[src/rtl/ifetch_pkg.sv]
// Shared types and constants for the instruction-fetch stage.
package ifetch_pkg;

  // Control-flow operation codes presented by execute.
  localparam logic [3:0] BR_NONE = 4'd0;
  localparam logic [3:0] BR_BEQ  = 4'd1;
  localparam logic [3:0] BR_BNE  = 4'd2;
  localparam logic [3:0] BR_BLT  = 4'd3;
  localparam logic [3:0] BR_BGE  = 4'd4;
  localparam logic [3:0] BR_BLTU = 4'd5;
  localparam logic [3:0] BR_BGEU = 4'd6;
  localparam logic [3:0] BR_JAL  = 4'd7;
  localparam logic [3:0] BR_JALR = 4'd8;

  localparam logic [31:0] DEFAULT_RESET_PC = 32'h0000_0000;

  // One buffered fetch result.
  typedef struct packed {
    logic [31:0] pc;
    logic [31:0] inst;
  } fetch_entry_t;

  // Branch condition from the ALU compare flags; unknown codes never take.
  function automatic logic br_cond(input logic [3:0] op, input logic zero,
                                   input logic lt, input logic ltu);
    logic c;
    case (op)
      BR_BEQ:  c = zero;
      BR_BNE:  c = ~zero;
      BR_BLT:  c = lt;
      BR_BGE:  c = ~lt;
      BR_BLTU: c = ltu;
      BR_BGEU: c = ~ltu;
      BR_JAL:  c = 1'b1;
      BR_JALR: c = 1'b1;
      default: c = 1'b0;
    endcase
    return c;
  endfunction

endpackage

[src/rtl/ifetch_fifo.sv]
// Circular prefetch buffer of {pc, inst} entries. Clear wins over push/pop.
module ifetch_fifo
  import ifetch_pkg::*;
#(
  parameter int DEPTH = 4
) (
  input  logic                       clk,
  input  logic                       rst,
  input  logic                       clear,
  input  logic                       push,
  input  logic                       pop,
  input  fetch_entry_t               wdata,
  output fetch_entry_t               rdata,
  output logic                       full,
  output logic                       empty,
  output logic [$clog2(DEPTH):0]     count
);

  localparam int CW = $clog2(DEPTH);

  fetch_entry_t  mem_q [DEPTH];
  fetch_entry_t  mem_d [DEPTH];
  logic [CW-1:0] wr_ptr_q, wr_ptr_d;
  logic [CW-1:0] rd_ptr_q, rd_ptr_d;
  logic [CW:0]   count_q, count_d;
  logic          do_push, do_pop;

  assign full  = (count_q == (CW+1)'(DEPTH));
  assign empty = (count_q == '0);
  assign count = count_q;
  // Head is forced to zero when empty so stale data never shows.
  assign rdata = empty ? '0 : mem_q[rd_ptr_q];

  // Next-state for storage, pointers and occupancy.
  always_comb begin
    mem_d    = mem_q;
    wr_ptr_d = wr_ptr_q;
    rd_ptr_d = rd_ptr_q;
    count_d  = count_q;
    do_pop   = pop & ~empty;
    do_push  = push & (~full | do_pop);
    if (clear) begin
      wr_ptr_d = '0;
      rd_ptr_d = '0;
      count_d  = '0;
    end else begin
      if (do_push) begin
        mem_d[wr_ptr_q] = wdata;
        wr_ptr_d        = wr_ptr_q + 1'b1;
      end
      if (do_pop) rd_ptr_d = rd_ptr_q + 1'b1;
      count_d = count_q + (CW+1)'(do_push) - (CW+1)'(do_pop);
    end
  end

  // State registers.
  always_ff @(posedge clk or negedge rst) begin
    if (!rst) begin
      for (int i = 0; i < DEPTH; i++) mem_q[i] <= '0;
      wr_ptr_q <= '0;
      rd_ptr_q <= '0;
      count_q  <= '0;
    end else begin
      mem_q    <= mem_d;
      wr_ptr_q <= wr_ptr_d;
      rd_ptr_q <= rd_ptr_d;
      count_q  <= count_d;
    end
  end

endmodule

[src/rtl/ifetch_unit.sv]
// Instruction fetch: PC generation, ROM issue, prefetch buffering and
// control-flow redirect resolution.
//
// Decode handshake: an entry transfers on a rising edge where inst_valid and
// inst_ready are both high; while inst_valid is high and inst_ready low the
// head (inst, inst_pc) does not change unless a redirect flushes the buffer.
module ifetch_unit
  import ifetch_pkg::*;
#(
  parameter int               XLEN     = 32,
  parameter int               IMEM_AW  = 14,
  parameter int               DEPTH    = 4,
  parameter logic [XLEN-1:0]  RESET_PC = DEFAULT_RESET_PC
) (
  input  logic                clk,
  input  logic                rst,
  output logic                imem_en,
  output logic [IMEM_AW-1:0]  imem_addr,
  input  logic [XLEN-1:0]     imem_rdata,
  output logic                inst_valid,
  input  logic                inst_ready,
  output logic [XLEN-1:0]     inst,
  output logic [XLEN-1:0]     inst_pc,
  input  logic                ex_valid,
  input  logic [3:0]          ex_br_op,
  input  logic [XLEN-1:0]     ex_pc,
  input  logic [XLEN-1:0]     ex_imm,
  input  logic [XLEN-1:0]     ex_rs1,
  input  logic                ex_zero,
  input  logic                ex_lt,
  input  logic                ex_ltu,
  output logic                redirect,
  output logic                misalign,
  output logic [XLEN-1:0]     misalign_addr
);

  localparam int CW = $clog2(DEPTH);
  localparam int OW = CW + 2;

  logic [XLEN-1:0] fetch_pc_q, fetch_pc_d;
  logic [XLEN-1:0] inflight_pc_q, inflight_pc_d;
  logic [XLEN-1:0] misalign_addr_q, misalign_addr_d;
  logic            inflight_q, inflight_d;
  logic            drop_q, drop_d;
  logic            redirect_q, redirect_d;
  logic            misalign_q, misalign_d;

  logic [XLEN-1:0] target;
  logic            taken, aligned, redir_now, mis_now;
  logic            pop, push, discard, issue;
  logic [OW-1:0]   occ;
  logic [CW:0]     count;
  logic            full, empty;
  fetch_entry_t    wr_entry, head;

  // Resolve the execute-stage op: target, taken and alignment.
  always_comb begin
    if (ex_br_op == BR_JALR) begin
      target    = ex_rs1 + ex_imm;
      target[0] = 1'b0;
    end else begin
      target = ex_pc + ex_imm;
    end
    taken     = ex_valid & br_cond(ex_br_op, ex_zero, ex_lt, ex_ltu);
    aligned   = (target[1:0] == 2'b00);
    redir_now = taken & aligned;
    mis_now   = taken & ~aligned;
  end

  // Issue gating and buffer write. Occupancy counts the in-flight response
  // so the buffer can never overflow; a redirect beats both pop and push.
  always_comb begin
    pop      = ~empty & inst_ready;
    occ      = OW'(count) + OW'(inflight_q) - OW'(pop);
    issue    = ~redir_now & (occ < OW'(DEPTH));
    discard  = drop_q | redir_now;
    push     = inflight_q & ~discard & (~full | pop);
    wr_entry = '{pc: inflight_pc_q, inst: imem_rdata};
  end

  // Next-state for PC, in-flight tracking and the registered pulses.
  always_comb begin
    fetch_pc_d      = fetch_pc_q;
    inflight_pc_d   = inflight_pc_q;
    misalign_addr_d = misalign_addr_q;
    drop_d          = drop_q;
    if (redir_now)  fetch_pc_d = target;
    else if (issue) fetch_pc_d = fetch_pc_q + XLEN'(4);
    inflight_d = issue;
    if (issue) inflight_pc_d = fetch_pc_q;
    // The response landing this cycle is consumed or discarded here.
    if (inflight_q) drop_d = 1'b0;
    // Issue is held off on a redirect today; the flag still guarantees a
    // request racing a redirect can never reach the buffer.
    if (redir_now && issue) drop_d = 1'b1;
    redirect_d = redir_now;
    misalign_d = mis_now;
    if (mis_now) misalign_addr_d = target;
  end

  // State registers.
  always_ff @(posedge clk or negedge rst) begin
    if (!rst) begin
      fetch_pc_q      <= RESET_PC;
      inflight_pc_q   <= '0;
      misalign_addr_q <= '0;
      inflight_q      <= 1'b0;
      drop_q          <= 1'b0;
      redirect_q      <= 1'b0;
      misalign_q      <= 1'b0;
    end else begin
      fetch_pc_q      <= fetch_pc_d;
      inflight_pc_q   <= inflight_pc_d;
      misalign_addr_q <= misalign_addr_d;
      inflight_q      <= inflight_d;
      drop_q          <= drop_d;
      redirect_q      <= redirect_d;
      misalign_q      <= misalign_d;
    end
  end

  ifetch_fifo #(.DEPTH(DEPTH)) u_fifo (
    .clk   (clk),
    .rst   (rst),
    .clear (redir_now),
    .push  (push),
    .pop   (pop),
    .wdata (wr_entry),
    .rdata (head),
    .full  (full),
    .empty (empty),
    .count (count)
  );

  assign imem_en       = issue;
  assign imem_addr     = fetch_pc_q[IMEM_AW+1:2];
  assign inst_valid    = ~empty;
  assign inst          = head.inst;
  assign inst_pc       = head.pc;
  assign redirect      = redirect_q;
  assign misalign      = misalign_q;
  assign misalign_addr = misalign_addr_q;

endmodule
[config.mk]
export PLATFORM = sky130hd
export DESIGN_NAME = ifetch_unit
export DESIGN_NICKNAME = d
export VERILOG_FILES = /design/src/rtl/ifetch_pkg.sv /design/src/rtl/ifetch_fifo.sv /design/src/rtl/ifetch_unit.sv
export SDC_FILE = /design/constraint.sdc
export NUM_CORES = 1
export LEC_CHECK = 0
export ABC_AREA = 0
export CAP_MARGIN = 15
export CELL_PAD_IN_SITES_DETAIL_PLACEMENT = 2
export CELL_PAD_IN_SITES_GLOBAL_PLACEMENT = 2
export CORE_ASPECT_RATIO = 0.5
export CORE_MARGIN = 1
export CORE_UTILIZATION = 39
export CTS_CLUSTER_DIAMETER = 150
export DETAILED_ROUTE_END_ITERATION = 16
export PLACE_DENSITY_LB_ADDON = 0.1
export SETUP_SLACK_MARGIN = 0.5
export SLEW_MARGIN = 30
export SYNTH_ARGS = -nofsm -noshare
export SYNTH_HDL_FRONTEND = slang
export SYNTH_HIERARCHICAL = 1
export SYNTH_SLANG_ARGS = --single-unit
[constraint.sdc]
create_clock -name clk -period 5.2 [get_ports clk]
set_input_delay 1.56 -clock clk [delete_from_list [all_inputs] [get_ports clk]]
set_output_delay 1.56 -clock clk [all_outputs]
set_load 0.03 [all_outputs]
Word-level counts from Yosys, hierarchy flattened
Index checks and enable logic that the tools add are counted.
{ "totals": {"input_bits": 139, "ff_bits": 363} }
{ "classes": {"n_lt_le_gt_ge": 4, "reduce_logical": 10, "n_mux": 18, "addsub": 9, "eq_ne": 9, "n_bitwise": 22} }
{ "op_table": {"columns": ["op", "n"], "rows": [
  ["256-bit bitwise mux", 1],
  ["64-bit 2-to-1 mux", 4],
  ["64-bit binary-select mux with 2-bit select", 1],
  ["64-bit demux with 2-bit select", 1],
  ["32-bit 2-to-1 mux", 3],
  ["32-bit adder", 2],
  ["32-bit by 3-bit adder with 32-bit output (second input constant)", 1],
  ["4-bit by 3-bit equality test with 1-bit output (second input constant)", 4],
  ["1-bit bitwise AND", 9],
  ["4-bit by 2-bit equality test with 1-bit output (second input constant)", 2],
  ["2-bit 2-to-1 mux", 4],
  ["1-bit NOT", 8],
  ["2-bit nonzero test", 4],
  ["1-bit case mux with 7 select lines", 1],
  ["3-bit >= comparator (second input constant)", 2],
  ["2-bit NOT with 3-bit output", 2],
  ["2-bit by 1-bit adder with 2-bit output (second input constant)", 2],
  ["3-bit by 1-bit adder with 4-bit output", 1],
  ["4-bit by 1-bit equality test with 1-bit output (second input constant)", 1],
  ["4-bit equality test (second input constant)", 1],
  ["4-bit by 3-bit less-than comparator with 1-bit output (second input constant)", 1],
  ["4-bit by 1-bit subtractor with 4-bit output", 1],
  ["3-bit by 1-bit adder with 3-bit output", 1],
  ["3-bit equality test (second input constant)", 1],
  ["10 further kinds", 14]
]} }

Longest topological paths before layout
Gate-level depths: netlist (run 1).
{ "logic_depth": {"depth_word": 13, "depth_mapped": 19, "ltp_nobuf": 17} }

Cells and area by module
The synthesis (run 1) kept the hierarchy.
{ "by_module_without_submodules": {"columns": ["mod", "area_per_inst_um2", "n_inst", "seq_area_each_um2", "cells_each"], "rows": [
  ["ifetch_fifo", 12650.9, 1, 6581.3, 736],
  ["ifetch_unit", 8329.2, 1, 2502.4, 957]
]} }

Worst setup path before layout (run 1)
Ideal clock, no wire load.
{ "synth_timing": {"kind": "input to output", "start": "input inst_ready", "end": "output imem_en", "slack_ns": 0.067, "t_arrival_ns": 3.573, "stages": 9, "n_path_buf": 1, "path_cell_list": "nor2b_1 ha_1 inv_1 ha_1 and3b_4 o41ai_4 o31ai_4 nor2_2 buf_2"} }
{ "synth_between": {"elab_chain_len": 4} }
{ "synth_rtl": {"columns": ["item", "line", "source"], "rows": [
  ["start: declaration", "ifetch_unit.sv:21", "input logic inst_ready,"],
  ["1-bit bitwise AND", "ifetch_unit.sv:73", "pop = ~empty & inst_ready;"],
  ["4-bit by 1-bit subtractor with 4-bit output", "ifetch_unit.sv:74", "occ = OW'(count) + OW'(inflight_q) - OW'(pop);"],
  ["4-bit by 3-bit less-than comparator with 1-bit output", "ifetch_unit.sv:75", "issue = ~redir_now & (occ < OW'(DEPTH));"],
  ["1-bit bitwise AND", "ifetch_unit.sv:75", null],
  ["end: declaration", "ifetch_unit.sv:17", "output logic imem_en,"]
]} }
Every way passes these cells.

Worst setup path in the final report (run 1)
{ "layout_timing": {"start": "input inst_ready", "end": "output imem_en"} }
{ "layout_between": {"elab_chain_len": 4} }
{ "layout_rtl": {"columns": ["item", "line", "source"], "rows": [
  ["1-bit bitwise AND", "ifetch_unit.sv:73", null],
  ["named net pop", "ifetch_unit.sv:50", "logic pop, push, discard, issue;"],
  ["4-bit by 1-bit subtractor with 4-bit output", "ifetch_unit.sv:74", null],
  ["4-bit by 3-bit less-than comparator with 1-bit output", "ifetch_unit.sv:75", null],
  ["1-bit bitwise AND", "ifetch_unit.sv:75", null]
]} }
The timed path passes the listed nets, and every way through them passes these cells.

==> impl_results.md, run 1 <==
- Maximum buffer depth of the clock tree: 3
- WS Path Type: input port to output pin
- Peak supply drop: 0.279 mV
- Htree depth: 2
- Post-DR vias/cell: 5.49
- DRC: 0
- Number of flops mapped to enable cells by yosys: 0
- Share of cells above drive strength 1: 26.9%
- Starting Density: 39.9%
- GP Congestion: 0.816
- Crit path max-delay family: simple AND/OR/NAND/NOR gates
- N_diodes: 0
- Final setup TNS: 0 ns
- Fillers: 5138
- All-Layer GR Usage: 24.1%
- Final Max Slew Viols: 0
- RSZ-0062 raised after global routing: yes
- Post-DRT Antenna Nets: 0
- Area growth syn-to-layout: 24.1%
- Syn nets: 1906
- Largest net degree at the start of global routing: 127
- DRT Wirelength: 65900 um
- Vias: 14800
- Non-filler instance count after layout: 2688
- DIE WIDTH: 330 um
- Simple-gate area share of the yosys netlist: 9.61%
- Rel. slew slack: 59.0%
- Top FF cell, synth: dfrtp_1
- Multi-input gate area in the final layout: 11400 sq um
- Max Clock Freq: 203 MHz
- First-pass GRT wire length: 103000 um
- Area contributors post-synth: dfrtp_1 43%, mux2_4 13%, mux4_2 6.9%
- Area leader, netlist: dfrtp_1
- Post-synthesis mux area share: 26.0%
- Hold Crit Class: register to register
- Post-Syn Instances: 1693
- Most frequent cells in the layout: 361 x dfrtp_1, 241 x clkdlybuf4s50_1, 180 x mux2_4
- Synth Cell Area: 21000 sq um
- HPWL Detailed: 45500 um
- Commonest non-fill, non-tap cell in the layout: dfrtp_1
- Die area: 54800 sq um
- Critical path peak fanout: 2
- Yosys reg bits: 363
- Register area share after synthesis: 43.3%
- Synth top area share: 43.3%
- Total power: 17.0 mW
- Root buffer cell: clkbuf_16
- Total gr overflow: 0
- Drt pass-1 iters: 6
- Hold WS: 0.487 ns
- Critical path startpoint category: input port
- Synthesis warning total: 6
- Critical Path Most Common Cell: ha_4
- Distinct cells, synth: 87
- Avg Cell Area, Syn: 12.4 sq um
- Post-layout net count: 2173
- Largest family of logic cells by synthesized area: multiplexers
- Hold Violations, Final: 0
- Die H: 166 um
- PnR worst setup slack: 0.269 ns
- WL per Instance: 24.5 um
- Synth Area in Adders: 4.52%
- Slowest cell on the critical path: o41ai_4
- Slew at the pin closest to its max-slew limit: 0.612 ns
- Io pins: 253
- Number of buffers and inverters on the critical path: 4
- Synth Area in XOR/XNOR: 3.38%
- FFs w/ async S/R, synth: 100%
- Core footprint: 52600 sq um
- CTS tree: yes
- CTS Buf Count: 38
- Leakage power: 11.3 nW
- Place WS: -0.0647 ns
- Final Setup Violations: 0
- Critical path required time: 3.64 ns
- Synth Area in Compound Gates: 9.81%
- Max-cap violations: 0
- Period utilization: 94.8%
- CP Capture Type: output pin
- Row Count: 59
- Worst path max stage delay: 0.31 ns
- Clk_skew: 0.0200 ns
- Cell Count Post-Placement: 2605
- PD cells: 653 nW/um^2
- Clk sink count: 363
- Vias in the first global route: 17100
- CP cell instances: buf_6, nor2b_4, ha_4, inv_4, ha_4, and3b_4, buf_4, o41ai_4, o31ai_4, nor2_4, buf_12
- Register area: 9090 sq um
- Clk Latency, worst-skew pair: 0.55 ns
- Tmin final: 4.93 ns
- Final core utilization: 49.5%
- Final instance area: 26000 sq um
- Critical Path AT: 3.37 ns
- Status: completed
- Clk slew on worst S/H paths: 0.06 ns
- Initial DRC Count: 679
- Initial antenna violation count: 0
- Port bufs: 252
- Area of placed instances: 24500 sq um
==> repair_timing <==
action	in CTS	in global routing
endpoints found under the setup margin	25	4
pin swaps	8	5
buffers inserted	11	4
gates resized for setup	33	5
hold buffers	0	0
==> area by class of cell <==
cell class	count	area share, %
clock inverters	10	0.399
clock buffers	57	4.48
multi-input cells	1203	43.6
inverters	32	0.481
flip-flops and latches	363	34.9
repair buffers	322	12.7
well taps	701	3.37
==> power breakdown <==
part	switching, mW	internal [mW]	total [mW]
registers	1.21	4.14	5.35
logic	4.17	4.64	8.82
clock network	1.18	1.65	2.83
total	6.56	10.4	17.0
==> Yosys cell counts (29+ instances only) <==
library cell,count
dfrtp_1,363
xnor2_1,47
a21o_1,40
mux2_2,101
mux2_4,180
o21ai_0,76
xor2_1,32
nor2b_1,76
ha_1,71
inv_1,29
clkbuf_1,38
a21oi_1,76
nor2_1,62
mux4_2,64
nand2_1,124
==> worst paths after layout <==
kind | cells after the start | slack, ns | end | from
setup / recovery | 11 | 0.27 | imem_en | inst_ready
hold / removal | 1 | 0.49 | fetch_pc_q[0]$_DFFE_PN0P_ | fetch_pc_q[0]$_DFFE_PN0P_
setup reg to reg | 17 | 1.25 | fetch_pc_q[31]$_DFFE_PN0P_ | u_fifo/count[2]$_DFF_PN0_
hold reg to reg | 1 | 0.49 | fetch_pc_q[0]$_DFFE_PN0P_ | fetch_pc_q[0]$_DFFE_PN0P_
max in group asynchronous | 3 | 3.06 | u_fifo/mem_q[205]$_DFFE_PN0P_ | rst
min in group asynchronous | 1 | 0.91 | misalign_addr[0]$_DFFE_PN0P_ | rst
==> logic make-up (layout without fill, tap and decap cells) <==
group | after synthesis | in the layout
AO/OA/AOI/OAI | 308 | 308
XOR/XNOR | 80 | 80
adder cells (fa/ha/maj) | 74 | 74
buffers and inverters | 127 | 421
flip-flops | 363 | 363
multiplexers | 362 | 362
AND/OR/NAND/NOR | 379 | 379
==> per-layer routing <==
metal  routed length (um)  track usage [%]  vias up
li1                     -                -     6683
met1                29600             31.7     7795
met2                33400             42.4      207
met3                 1550             2.64       75
met4                 1330             5.65        0
met5                    0                0        -
==> registers in the layout, summed over array words and instances (netlist names) <==
| register | flops |
|---|---|
| inflight_pc_q | 32 |
| u_fifo/wr_ptr_q | 2 |
| u_fifo/rd_ptr_q | 2 |
| fetch_pc_q | 32 |
| inflight_q | 1 |
| u_fifo/mem_q | 256 |
| redirect | 1 |
| u_fifo/count | 3 |
| misalign_addr | 32 |
| drop_q | 1 |
| misalign | 1 |
==> worst register-to-register path, cell delays in order (launching register included) <==
cell and delay [ns]:
dfrtp_1 0.55, nor3_2 0.42, nor2b_4 0.10, ha_4 0.19, inv_4 0.06, ha_4 0.19
and3b_4 0.19, buf_4 0.15, o41ai_4 0.31, o31ai_4 0.18, buf_4 0.17, buf_4 0.17
nor4_4 0.27, and3_1 0.31, nand4_1 0.14, xnor2_1 0.17, a32oi_1 0.19, a21oi_1 0.06
Power figures use the tool's default switching activity.
==> inputs of run 2 (changes only) <==
CORE_MARGIN = 8   (was 1)
SKIP_LAST_GASP = 1   (was unset)
==> run 2 against run 1 <==
- sequential power down 1%
- combinational power is 2% lower
- clock skew shrank 0.0031 ns
- clock power grew 5%
- wire length shrank 1.0%
- global-route usage fell by 3.3 points
- count of clock-buffer cells in the layout stayed put
- hold slack lost 0.0020 ns
- sequential share of layout area up 0.081 points
- critical path depth shrank 4
- via count about the same
- worst setup slack better by 0.16 ns
- critical endpoint unchanged
- largest cell class unchanged
- largest power group unchanged
- highest routed layer unchanged
==> impl_results.md, run 2 (same netlist as run 1, synthesis figures left out) <==
- Tmin final: 4.78 ns
- Hold WS: 0.485 ns
- Hold Crit Class: register to register
- CTS tree: yes
- Critical path peak fanout: 3
- Critical path required time: 3.64 ns
- Core footprint: 53500 sq um
- Critical Path AT: 3.22 ns
- Period utilization: 91.8%
- Die H: 180 um
- Largest register FFs: 256
- Largest Register: u_fifo/mem_q
- Clk_skew: 0.0169 ns
- PD cells: 650 nW/um^2
- Status: completed
- All-Layer GR Usage: 20.8%
- Peak supply drop: 0.273 mV
- Most frequent cells in the layout: 361 x dfrtp_1, 239 x clkdlybuf4s50_1, 181 x mux2_4
- Post-DRT Antenna Nets: 0
- Clk Latency, worst-skew pair: 0.54 ns
- WL per Instance: 24.3 um
- Post-DR vias/cell: 5.49
- Htree depth: 2
- FF-to-FF setup slack: 1.60 ns
- Post-layout net count: 2158
- Total power: 16.9 mW
- DRT Wirelength: 65200 um
- DRC: 0
- Rel. slew slack: 48.8%
- Multi-input gate area in the final layout: 11400 sq um
- Die area: 61900 sq um
- Port bufs: 252
- Root buffer cell: clkbuf_16
- Max-cap violations: 0
- Total gr overflow: 0
- GP Congestion: 0.797
- Commonest non-fill, non-tap cell in the layout: dfrtp_1
- First-pass GRT wire length: 103000 um
- Io pins: 253
- Leakage power: 11.3 nW
- Vias in the first global route: 17500
- Clk slew on worst S/H paths: 0.06 ns
- Final setup TNS: 0 ns
- Final Setup Violations: 0
- Max Clock Freq: 209 MHz
- Crit. Startpoint: ex_rs1[1]
- Slew at the pin closest to its max-slew limit: 0.768 ns
- Area growth syn-to-layout: 23.8%
- RR Endpoint: fetch_pc_q[31]$_DFFE_PN0P_
- Share of cells above drive strength 1: 26.6%
- Worst reg2reg path startpoint: u_fifo/count[2]$_DFF_PN0_
- CP Capture Type: output pin
- Vias: 14700
- Register area: 9090 sq um
- Row Count: 60
- Maximum buffer depth of the clock tree: 3
- Drt pass-1 iters: 4
- R2R depth: 16
- Final Max Slew Viols: 0
- Largest net degree at the start of global routing: 109
- Fillers: 5210
- Starting Density: 39.3%
- Initial DRC Count: 662
- Hold Violations, Final: 0
- DIE WIDTH: 344 um
- RSZ-0062 raised after global routing: yes
- HPWL Detailed: 46700 um
- N_diodes: 0
- Critical Path Sink: imem_en
- Clk sink count: 363
- CTS Buf Count: 39
- Critical path startpoint category: input port
- WS Path Type: input port to output pin
- Initial antenna violation count: 0
-- run 2: worst min-delay path by stage --
stage                                  start                             to  cells after the start
5_1_grt        misalign_addr[15]$_DFFE_PN0P_  misalign_addr[15]$_DFFE_PN0P_                      2
3_5_place_dp   misalign_addr[17]$_DFFE_PN0P_  misalign_addr[17]$_DFFE_PN0P_                      2
2_1_floorplan           inflight_q$_DFF_PN0_             drop_q$_DFFE_PN0P_                      1
3_3_place_gp    u_fifo/mem_q[73]$_DFFE_PN0P_   u_fifo/mem_q[73]$_DFFE_PN0P_                      1
6_report       misalign_addr[17]$_DFFE_PN0P_  misalign_addr[17]$_DFFE_PN0P_                      2
4_1_cts        misalign_addr[17]$_DFFE_PN0P_  misalign_addr[17]$_DFFE_PN0P_                      2
-- run 2: area by class of cell --
class,count,area share (%)
timing repair buffer,306,12.0
multi-input combinational,1203,43.8
inverter,32,0.482
clock inverter,13,0.674
tap,713,3.43
sequential,363,35.0
clock buffer,57,4.57
-- run 2: per-layer routing --
layer | global-route usage [%] | up-vias | wire length [um]
met2 | 38.0 | 253 | 33900
met1 | 25.5 | 7739 | 27800
met5 | 0 | - | 0
met3 | 2.89 | 101 | 2040
li1 | - | 6655 | -
met4 | 5.63 | 0 | 1480
-- run 2: timing repair --
item	CTS	global route
setup endpoints to repair	22	66
hold buffers	0	0
resized for setup	36	8
pin swaps	11	6
buffers inserted	8	1
-- run 2: where the power goes --
| part | switching, mW | internal, mW |
|---|---|---|
| registers | 1.14 | 4.14 |
| logic | 4.09 | 4.56 |
| clock network | 1.17 | 1.78 |
| total | 6.41 | 10.5 |
-- run 2: critical path, stage by stage --
cell and delay [ns]:
clkdlybuf4s50_1 0.45, fa_1 0.54, nor2_2 0.08, o21ai_4 0.22
inv_4 0.08, nor2_4 0.15, buf_12 0.13
-- run 2: through the flow --
step	area [sq um]	instances	setup WS, ns	util, %
final	26000	2687	0.425	48.6
after global routing	26000	2687	0.356	48.6
after CTS	25900	2686	0.383	48.5
after detailed placement	24500	2608	-0.0349	45.8
after global placement	24500	2608	0.0336	45.8
after floorplan	21000	1693	0.331	-
==> inputs of run 3 (changes only) <==
GPL_TIMING_DRIVEN = 0   (was unset)
==> run 3 against run 2 <==
- flip-flop and latch count stayed put
- via count up 0.46%
- critical path depth grew 3
- sequential share of layout area fell by 0.30 points
- cell area increased by 0.80%
- combinational power increased by 2%
- global-route usage increased by 0.45 points
- die area stayed put
- fmax down 3.0%
- critical endpoint unchanged
==> impl_results.md, run 3 (same netlist as run 1, synthesis figures left out) <==
- Status: completed
- Htree depth: 2
- Final Setup Violations: 0
- Max-cap violations: 0
- Largest register FFs: 256
- Peak supply drop: 0.269 mV
- Most frequent cells in the layout: 362 x dfrtp_1, 238 x clkdlybuf4s50_1, 181 x mux2_4
- Commonest non-fill, non-tap cell in the layout: dfrtp_1
- Drt pass-1 iters: 4
- Leakage power: 11.5 nW
- Total power: 16.9 mW
- Vias: 14800
- Tmin final: 4.92 ns
- Fillers: 5238
- Critical path peak fanout: 3
- CTS tree: yes
- Die area: 61900 sq um
- Vias in the first global route: 17200
- Period utilization: 94.7%
- PnR worst setup slack: 0.276 ns
- N_diodes: 0
- Non-filler instance count after layout: 2749
- Largest Register: u_fifo/mem_q
- GP Congestion: 0.804
- PD cells: 646 nW/um^2
- Share of cells above drive strength 1: 27.0%
- Root buffer cell: clkbuf_16
- RSZ-0062 raised after global routing: yes
- Clk sink count: 363
- Critical path required time: 3.64 ns
- All-Layer GR Usage: 21.2%
- First-pass GRT wire length: 104000 um
- Critical path startpoint category: input port
- Hold Violations, Final: 0
- Die H: 180 um
- Post-layout net count: 2222
- Largest net degree at the start of global routing: 78
- Final Max Slew Viols: 0
- Maximum buffer depth of the clock tree: 3
- Place WS: -1.10 ns
- CP Capture Type: output pin
- Port bufs: 252
- Hold Crit Class: register to register
- Total gr overflow: 0
- Cell Count Post-Placement: 2663
- Area growth syn-to-layout: 24.8%
- Final core utilization: 49.0%
- Max Clock Freq: 203 MHz
- Initial DRC Count: 696
- Slew at the pin closest to its max-slew limit: 0.761 ns
- Clk Latency, worst-skew pair: 0.54 ns
- Io pins: 253
- DIE WIDTH: 344 um
- DRT Wirelength: 66200 um
- Multi-input gate area in the final layout: 11400 sq um
- WS Path Type: input port to output pin
- Core footprint: 53500 sq um
- DRC: 0
- Starting Density: 39.3%
- Initial antenna violation count: 1
- Row Count: 60
- CTS Buf Count: 39
- Register area: 9080 sq um
- HPWL Detailed: 48300 um
- WL per Instance: 24.1 um
- Rel. slew slack: 49.3%
- Hold_buf cts: 0
- Clk_skew: 0.0180 ns
- Critical Path AT: 3.36 ns
- Clk slew on worst S/H paths: 0.06 ns
- Post-DRT Antenna Nets: 0
- FF-to-FF setup slack: 1.15 ns
- Post-DR vias/cell: 5.39
[run 3: cell count changes in the layout (fill, tap and decap cells not counted), sizes merged]
cell | previous run | this run
buf | 59 | 78
bufinv | 4 | 3
clkbuf | 58 | 100
clkdlybuf4s15 | 0 | 2
clkdlybuf4s50 | 239 | 238
clkinv | 7 | 8
dlygate4sd2 | 6 | 5
dlymetal6s2s | 1 | 2
[run 3: final cells by class]
cell class | instances | share of cell area, %
Clock buffer | 55 | 4.39
Timing Repair Buffer | 275 | 10.7
Inverter | 32 | 0.468
Clock inverter | 13 | 0.559
Tap cell | 713 | 3.41
Multi-Input combinational cell | 1203 | 43.4
Sequential cell | 363 | 34.7
Buffer | 95 | 2.39
[run 3: final timing paths]
path	start	endpoint	cells past startpoint
max	ex_imm[0]	imem_en	10
min	u_fifo/mem_q[72]$_DFFE_PN0P_	u_fifo/mem_q[72]$_DFFE_PN0P_	1
max reg2reg	u_fifo/count[1]$_DFF_PN0_	fetch_pc_q[30]$_DFFE_PN0P_	16
min in group asynchronous	rst	u_fifo/mem_q[89]$_DFFE_PN0P_	1
min reg2reg	u_fifo/mem_q[72]$_DFFE_PN0P_	u_fifo/mem_q[72]$_DFFE_PN0P_	1
max in group asynchronous	rst	inflight_pc_q[21]$_DFFE_PN0P_	4
[run 3: power breakdown]
group | internal (mW) | leakage [nW] | switching (mW) | total (mW)
clock | 1.69 | 0.642 | 1.16 | 2.85
combinational | 4.63 | 6.37 | 4.21 | 8.84
sequential | 4.14 | 4.44 | 1.10 | 5.23
[run 3: through the flow]
step	hold slack (ns)	setup TNS (ns)	area [sq um]
2_1_floorplan	0.427	0	21000
3_3_place_gp	0.458	-5143.06	24400
3_5_place_dp	0.473	-101.69	24600
4_1_cts	0.488	0	26100
5_1_grt	0.515	0	26200
6_report	0.486	0	26200
[run 3: worst max-delay path, stage by stage]
cell             delay (ns)
clkdlybuf4s15_2        0.22
ha_4                   0.18
fa_2                   0.58
nor3_4                 0.07
o21ai_4                0.19
buf_6                  0.14
inv_4                  0.03
nor2_4                 0.14
buf_12                 0.13
buf_8                  0.11
[run 3: repair_timing]
action	4_1_cts	5_1_grt
pin swaps	13	8
buffers inserted	14	4
resized for setup	55	21
endpoints found under the setup margin	303	94
[run 3: layer usage]
metal | GRT usage (%) | wire length (um) | up-vias
met4 | 5.91 | 1670 | 0
met2 | 36.7 | 32900 | 245
li1 | - | - | 6792
met3 | 2.70 | 2040 | 103
met5 | 0 | 0 | -
met1 | 27.9 | 29500 | 7676
